**src/rtl/lookup_pkg.sv**
```systemverilog
// Shared definitions for the next-hop fetch stage.
//   ADDR_W/DATA_W/NH_W : DRAM row address, row and next-hop entry widths
//   QDEPTH             : request queue depth (power of 2)
//   TIMEOUT_CYC        : WAIT cycles before a timeout result (DRAM_TIMEOUT_EN builds only)
//   fetch_state_t      : fetch FSM states
//   req_entry_t        : one queued request {row address, entry offset}
//   nh_select()        : picks one next-hop entry out of a DRAM row
package lookup_pkg;

  localparam int ADDR_W      = 10;
  localparam int DATA_W      = 32;
  localparam int NH_W        = 8;
  localparam int QDEPTH      = 2;
  localparam int TIMEOUT_CYC = 64;

  typedef enum logic [1:0] {
    IDLE = 2'd0,
    REQ  = 2'd1,
    WAIT = 2'd2,
    HOLD = 2'd3
  } fetch_state_t;

  typedef struct packed {
    logic [ADDR_W-1:0] addr;
    logic [1:0]        offset;
  } req_entry_t;

  // Entries are packed MSB-first to match the trie bit order:
  // offset 0 is the top byte of the row, offset 3 the bottom byte.
  function automatic logic [NH_W-1:0] nh_select(input logic [DATA_W-1:0] row,
                                                input logic [1:0]        offset);
    logic [NH_W-1:0] sel;
    case (offset)
      2'd0:    sel = row[DATA_W-1        -: NH_W];
      2'd1:    sel = row[DATA_W-1-NH_W   -: NH_W];
      2'd2:    sel = row[DATA_W-1-2*NH_W -: NH_W];
      default: sel = row[DATA_W-1-3*NH_W -: NH_W];
    endcase
    return sel;
  endfunction

endpackage

```
**src/rtl/nh_req_fifo.sv**
```systemverilog
// Circular request queue of req_entry_t.
//   clk_i, rst_i  : clock, asynchronous active-high reset
//   push_i        : write push_data_i (ignored when full)
//   push_data_i   : entry to enqueue
//   pop_i         : drop the head entry (ignored when empty)
//   head_o        : current head entry
//   count_o       : registered occupancy, 0..DEPTH
//   full_o/empty_o: derived from the registered occupancy
module nh_req_fifo
  import lookup_pkg::*;
#(
  parameter  int DEPTH = QDEPTH,
  localparam int PTR_W = (DEPTH > 1) ? $clog2(DEPTH) : 1,
  localparam int CNT_W = $clog2(DEPTH + 1)
) (
  input  logic             clk_i,
  input  logic             rst_i,
  input  logic             push_i,
  input  req_entry_t       push_data_i,
  input  logic             pop_i,
  output req_entry_t       head_o,
  output logic [CNT_W-1:0] count_o,
  output logic             full_o,
  output logic             empty_o
);

  req_entry_t       mem_q [DEPTH];
  logic [PTR_W-1:0] wr_ptr_q;
  logic [PTR_W-1:0] rd_ptr_q;
  logic [CNT_W-1:0] count_q;
  logic [CNT_W-1:0] count_d;
  logic             push_ok;
  logic             pop_ok;

  assign full_o  = (count_q == CNT_W'(DEPTH));
  assign empty_o = (count_q == '0);
  assign count_o = count_q;
  assign head_o  = mem_q[rd_ptr_q];

  assign push_ok = push_i && !full_o;
  assign pop_ok  = pop_i && !empty_o;

  // Simultaneous push and pop leaves the occupancy unchanged.
  always_comb begin
    count_d = count_q;
    case ({push_ok, pop_ok})
      2'b10:   count_d = count_q + CNT_W'(1);
      2'b01:   count_d = count_q - CNT_W'(1);
      default: count_d = count_q;
    endcase
  end

  // Storage needs no reset: count_q decides which slots are meaningful.
  always_ff @(posedge clk_i) begin
    if (push_ok) mem_q[wr_ptr_q] <= push_data_i;
  end

  // DEPTH is a power of 2, so pointers wrap naturally.
  always_ff @(posedge clk_i or posedge rst_i) begin
    if (rst_i) begin
      wr_ptr_q <= '0;
      rd_ptr_q <= '0;
      count_q  <= '0;
    end else begin
      if (push_ok) wr_ptr_q <= wr_ptr_q + PTR_W'(1);
      if (pop_ok)  rd_ptr_q <= rd_ptr_q + PTR_W'(1);
      count_q <= count_d;
    end
  end

endmodule

```
**src/rtl/nexthop_fetch.sv**
```systemverilog
// Next-hop fetch stage: queues finished trie traversals, reads the DRAM row
// for each over a req/ack port and presents the selected 8-bit entry on a
// valid/ready output. Decouples DRAM latency from the traversal engine.
//   clock_i, reset_i   : clock, asynchronous active-high reset
//   lookup_done_i      : strobe with dram_address_i/offset_i valid
//   in_ready_o         : queue not full (dropped strobes set ovf_sticky_o)
//   dram_req_o/addr_o  : read request, address held while dram_req_o=1
//   dram_ack_i         : request accepted (only looked at in REQ)
//   dram_rvalid_i/rdata: read data (only looked at in WAIT)
//   nh_valid_o/data_o  : next-hop result; nh_error_o flags a timeout result
//   nh_ready_i         : consumer accepts the result
//   ovf_sticky_o       : a lookup was dropped since reset
//   state_o            : current FSM state (debug)
// Handshake: the result transfers on the cycle where nh_valid_o && nh_ready_i;
// nh_data_o/nh_error_o hold stable while nh_valid_o is high and not accepted.
// Build option: define DRAM_TIMEOUT_EN to add a WAIT-state timeout that
// produces an error result after TIMEOUT_CYC cycles with no read data.
module nexthop_fetch
  import lookup_pkg::*;
(
  input  logic              clock_i,
  input  logic              reset_i,
  input  logic              lookup_done_i,
  input  logic [ADDR_W-1:0] dram_address_i,
  input  logic [1:0]        offset_i,
  output logic              in_ready_o,
  output logic              dram_req_o,
  output logic [ADDR_W-1:0] dram_addr_o,
  input  logic              dram_ack_i,
  input  logic              dram_rvalid_i,
  input  logic [DATA_W-1:0] dram_rdata_i,
  output logic              nh_valid_o,
  output logic [NH_W-1:0]   nh_data_o,
  output logic              nh_error_o,
  input  logic              nh_ready_i,
  output logic              ovf_sticky_o,
  output logic [1:0]        state_o
);

  localparam int CNT_W = $clog2(QDEPTH + 1);

  fetch_state_t     state_q;
  logic [NH_W-1:0]  nh_data_q;
  logic             ovf_q;
  logic             ready_en_q;
  req_entry_t       push_entry;
  req_entry_t       head;
  logic [CNT_W-1:0] fifo_count;
  logic             fifo_full;
  logic             fifo_empty;
  logic             push_ok;
  logic             pop;
  logic             more_after_pop;

  // ready_en_q keeps in_ready low while in reset so every output reads 0.
  assign push_ok    = lookup_done_i && ready_en_q && !fifo_full;
  assign pop        = (state_q == HOLD) && nh_ready_i;
  assign push_entry = '{addr: dram_address_i, offset: offset_i};
  // Occupancy after this cycle's pop, including a same-cycle push.
  assign more_after_pop = (fifo_count > CNT_W'(1)) || push_ok;

  nh_req_fifo #(.DEPTH(QDEPTH)) u_fifo (
    .clk_i       (clock_i),
    .rst_i       (reset_i),
    .push_i      (push_ok),
    .push_data_i (push_entry),
    .pop_i       (pop),
    .head_o      (head),
    .count_o     (fifo_count),
    .full_o      (fifo_full),
    .empty_o     (fifo_empty)
  );

`ifdef DRAM_TIMEOUT_EN
  localparam int TMO_W = $clog2(TIMEOUT_CYC);
  logic [TMO_W-1:0] tmo_q;
  logic             nh_error_q;
  assign nh_error_o = nh_error_q;
`else
  assign nh_error_o = 1'b0;
`endif

  always_ff @(posedge clock_i or posedge reset_i) begin
    if (reset_i) begin
      state_q    <= IDLE;
      nh_data_q  <= '0;
      ovf_q      <= 1'b0;
      ready_en_q <= 1'b0;
`ifdef DRAM_TIMEOUT_EN
      tmo_q      <= '0;
      nh_error_q <= 1'b0;
`endif
    end else begin
      ready_en_q <= 1'b1;
      if (lookup_done_i && !(ready_en_q && !fifo_full)) ovf_q <= 1'b1;
      case (state_q)
        // Leaving IDLE on the push itself gives dram_req the cycle after the push.
        IDLE: if (!fifo_empty || push_ok) state_q <= REQ;
        REQ: begin
          if (dram_ack_i) begin
            state_q <= WAIT;
`ifdef DRAM_TIMEOUT_EN
            tmo_q   <= '0;
`endif
          end
        end
        WAIT: begin
          if (dram_rvalid_i) begin
            nh_data_q  <= nh_select(dram_rdata_i, head.offset);
            state_q    <= HOLD;
`ifdef DRAM_TIMEOUT_EN
            nh_error_q <= 1'b0;
          end else if (tmo_q == TMO_W'(TIMEOUT_CYC - 1)) begin
            nh_data_q  <= '0;
            nh_error_q <= 1'b1;
            state_q    <= HOLD;
          end else begin
            tmo_q <= tmo_q + TMO_W'(1);
`endif
          end
        end
        HOLD: begin
          if (nh_ready_i) begin
            nh_data_q <= '0;
`ifdef DRAM_TIMEOUT_EN
            nh_error_q <= 1'b0;
`endif
            state_q <= more_after_pop ? REQ : IDLE;
          end
        end
        default: state_q <= IDLE;
      endcase
    end
  end

  assign in_ready_o   = ready_en_q && !fifo_full;
  assign dram_req_o   = (state_q == REQ);
  assign dram_addr_o  = (state_q == REQ) ? head.addr : '0;
  assign nh_valid_o   = (state_q == HOLD);
  assign nh_data_o    = nh_data_q;
  assign ovf_sticky_o = ovf_q;
  assign state_o      = state_q;

endmodule
```
**config.mk**
```make
export PLATFORM = sky130hd
export DESIGN_NAME = nexthop_fetch
export DESIGN_NICKNAME = d
export VERILOG_FILES = /design/src/rtl/lookup_pkg.sv /design/src/rtl/nh_req_fifo.sv /design/src/rtl/nexthop_fetch.sv
export SDC_FILE = /design/constraint.sdc
export NUM_CORES = 1
export LEC_CHECK = 0
export BUFFER_PORTS_ARGS = -buffer_cell sky130_fd_sc_hd__buf_2
export CAP_MARGIN = 25
export CORE_MARGIN = 1
export CORE_UTILIZATION = 44
export DETAILED_ROUTE_END_ITERATION = 10
export PLACE_DENSITY_LB_ADDON = 0.12
export RECOVER_POWER = 100
export SLEW_MARGIN = 20
export SYNTH_ARGS = -nofsm -noshare
export SYNTH_HDL_FRONTEND = slang
export SYNTH_SLANG_ARGS = --single-unit
```
**constraint.sdc**
```tcl
create_clock -name clock_i -period 2 [get_ports clock_i]
set_input_delay 0.3 -clock clock_i [delete_from_list [all_inputs] [get_ports clock_i]]
set_output_delay 0.3 -clock clock_i [all_outputs]
set_load 0.05 [all_outputs]
```
==> impl_metrics.json <==
{
  "cts_root_buf": "clkbuf_8",
  "p_switching_mw": 1.896,
  "dpl-instance-area_mm2": 0.002603,
  "areaGrowthSynthToFinish_pct": 29.91,
  "violations": "DRC",
  "drc_errors": 14,
  "drive_gt1_share_pct": 34.77,
  "syn_area_mm2": 0.002071,
  "cts-buffers-inserted": 5,
  "grt_start_max_net_pins": 17,
  "cp.required_ns": 1.70,
  "cp_data_arrival_time_ns": 1.63,
  "drt_wl_total_um": 4415,
  "port_buffers": 73,
  "seq_area_frac_synth_pct": 54.14,
  "synth.most_common_cell": "edfxtp_1",
  "ys_warn_count": 0,
  "multi_input_area_um2": 975.9,
  "seq_power_share_pct": 30.3,
  "antenna_cells": 0,
  "status": "finished, violations left",
  "ys_seq_elements": 40,
  "vdd.ir_drop.worst_v": 0.0007599,
  "clk_path_buf_depth": 2,
  "worstSkewPairLatency_ns": 0.30,
  "synth.largest_area_cell": "edfxtp_1",
  "tns_ns": 0,
  "p_clk_share_pct": 16.5,
  "core-area_mm2": 0.004444,
  "dieArea_mm2": 0.004984,
  "end_kind": "primary output",
  "fill_cells": 398,
  "routedWlPerCell_um": 14.33,
  "vias": 1605,
  "ys.flop_type": "edfxtp_1",
  "grt_pass1_vias": 1543,
  "grt.total_usage_pct": 19.00,
  "critical_path_peak_fanout": 11,
  "post_cts_buffers": 0,
  "setup_viol": 0,
  "drt_iter0_markers": 78,
  "yosys-top-cells-area": "edfxtp_1 35%, dfrtp_1 19%, ha_1 5.4%",
  "max_slew_margin_pct": 56.54,
  "pwr-share-comb_pct": 53.2,
  "cp-start-kind": "register",
  "syn_nets": 233,
  "gr-total-overflow": 0,
  "rsz0062_at_grt": "false",
  "crit_type": "register to primary output",
  "ctsHtreeMaxLevel": 2,
  "start_util_pct": 46.59,
  "internal_power_mw": 2.220,
  "synth_top_area_share_pct": 34.80,
  "switching_share_pct": 46.06,
  "power_density_mw_per_mm2": 1530,
  "cts_tree": "built",
  "syn_area_per_cell_um2": 11.90,
  "ctsHoldBuffers": 0,
  "p_leak_nw": 1.204,
  "whs_ns": 0.06898,
  "core.rowCount": 24,
  "die_y_um": 70.60,
  "clock_sinks": 40,
  "drv_cap": 0,
  "netlist_instances": 174,
  "synthTopCellsByCount": "24 x edfxtp_1, 16 x dfrtp_1, 16 x o21ai_1",
  "fin_ws_ns": 0.07426,
  "viasPerCell": 5.211,
  "place.gp.congestion": 0.7585,
  "p_total_mw": 4.117,
  "synth_edf_count": 24,
  "finalCritPeriodShare_pct": 96.29,
  "period_needed_ns": 1.926,
  "yosysUniqueCellTypes": 36,
  "fmax_mhz": 519.3,
  "final_cell_area_mm2": 0.002690,
  "finalHoldViolCount": 0,
  "antenna_found_initial": 0,
  "async_reset_ff_share_pct": 40.00,
  "final_max_slew_viol_count": 0,
  "pin_count": 75,
  "grt_first_pass_wirelength_um": 7238,
  "post-place-ws_ns": 0.2691,
  "hold_path_class": "input port to async pin",
  "nNetsFinal": 314,
  "worstMarginPinSlew_ns": 0.6490,
  "drtAntennaViolNets": 0,
  "cts.clk_slew.worst_paths_ns": 0.08,
  "seq_area_mm2": 0.001124,
  "skew_ns": 0.005802,
  "dr.pass1.iters": 7,
  "dpl.hpwl_um": 3360,
  "dieWidth_um": 70.60
}
## cell type report
type                       count  share of cell area (%)
multi-input combinational    121                   36.28
clock buffer                   5                   2.558
tap                           52                   2.419
clock inverter                 3                   1.721
sequential                    40                   41.77
inverter                       9                   1.256
timing repair buffer          78                   14.00
## through the flow
step	cells	utilization [%]
floorplan	174	-
global placement	300	58.56
detailed placement	300	58.56
CTS	308	61.18
global route	308	60.53
finish	308	60.53
## per-layer routing
layer | track usage (%) | vias up | wire (um) | part of all wire (%)
li1 | - | 798 | - | -
met2 | 30.42 | 54 | 2085 | 47
met5 | 0 | - | 0 | 0
met4 | 6.000 | 0 | 69 | 1.6
met1 | 25.81 | 745 | 1994 | 45
met3 | 4.701 | 8 | 266 | 6.0
## kinds of logic after synthesis
logic type               after synthesis  synth area share (%)
adder cells (fa/ha/maj)                9                 5.438
other                                  2                0.3627
buffers and inverters                 13                 2.960
AND/OR/NAND/NOR                       41                 10.39
XOR/XNOR                               4                 1.692
multiplexers                          12                 5.922
AO/OA/AOI/OAI                         53                 19.09
flip-flops                            40                 54.14
## worst max-delay path, cell delays in order, from the launching register on
cell	delay [ns]
dfrtp_2	0.50
buf_4	0.23
mux2i_1	0.33
nor2b_4	0.06
buf_2	0.21
## path summary, 6_finish.rpt
| kind | slack (ns) | startpoint | endpoint | depth (start not counted) |
|---|---|---|---|---|
| max | 0.07 | u_fifo.rd_ptr_q | dram_addr_o[1] | 4 |
| min | 0.07 | reset_i | u_fifo.wr_ptr_q | 2 |
| max reg2reg | 0.18 | u_fifo.count_o[0] | u_fifo.mem_q[0][5] | 6 |
| min reg2reg | 0.49 | nh_data_o[4] | nh_data_o[4] | 2 |
| max in group asynchronous | 1.48 | reset_i | u_fifo.rd_ptr_q | 2 |
| min in group clock_i | 0.18 | dram_address_i[4] | u_fifo.mem_q[1][6] | 1 |
## sequential cells by signal, indices dropped and copies added, names as in the netlist
| register | count |
|---|---|
| u_fifo.count_o | 2 |
| u_fifo.mem_q | 24 |
| state_o | 2 |
| u_fifo.wr_ptr_q | 1 |
| nh_data_o | 8 |
| ready_en_q | 1 |
| u_fifo.rd_ptr_q | 1 |
| ovf_sticky_o | 1 |
## power groups by stage
stage,registers (mW),clock network [mW],logic (mW)
finish,1.25,0.679,2.19
global route,1.28,0.726,2.36
CTS,1.24,0.689,2.26
detailed placement,1.26,0,2.25
global placement,1.25,0,2.23
floorplan,1.52,0,1.51
## what timing repair did
item	in CTS	in global routing
hold endpoints to repair	0	0
resized for setup	1	0
endpoints found under the setup margin	5	0
## cell usage in the layout, fill, tap and decap left out, drive strengths merged, types with 2 or more instances in the layout
cell type	Yosys	routed
a21o	13	13
a21oi	2	2
a222oi	6	6
and3b	2	2
buf	3	51
clkbuf	1	32
conb	2	2
dfrtp	16	16
edfxtp	24	24
ha	9	9
inv	9	10
mux2	2	2
mux2i	10	10
nand2	14	14
nand2b	5	5
nor2	7	7
nor2b	11	11
o211ai	2	2
o21ai	20	20
o21bai	2	2
xnor2	3	3
(Power assumes the default switching activity.)
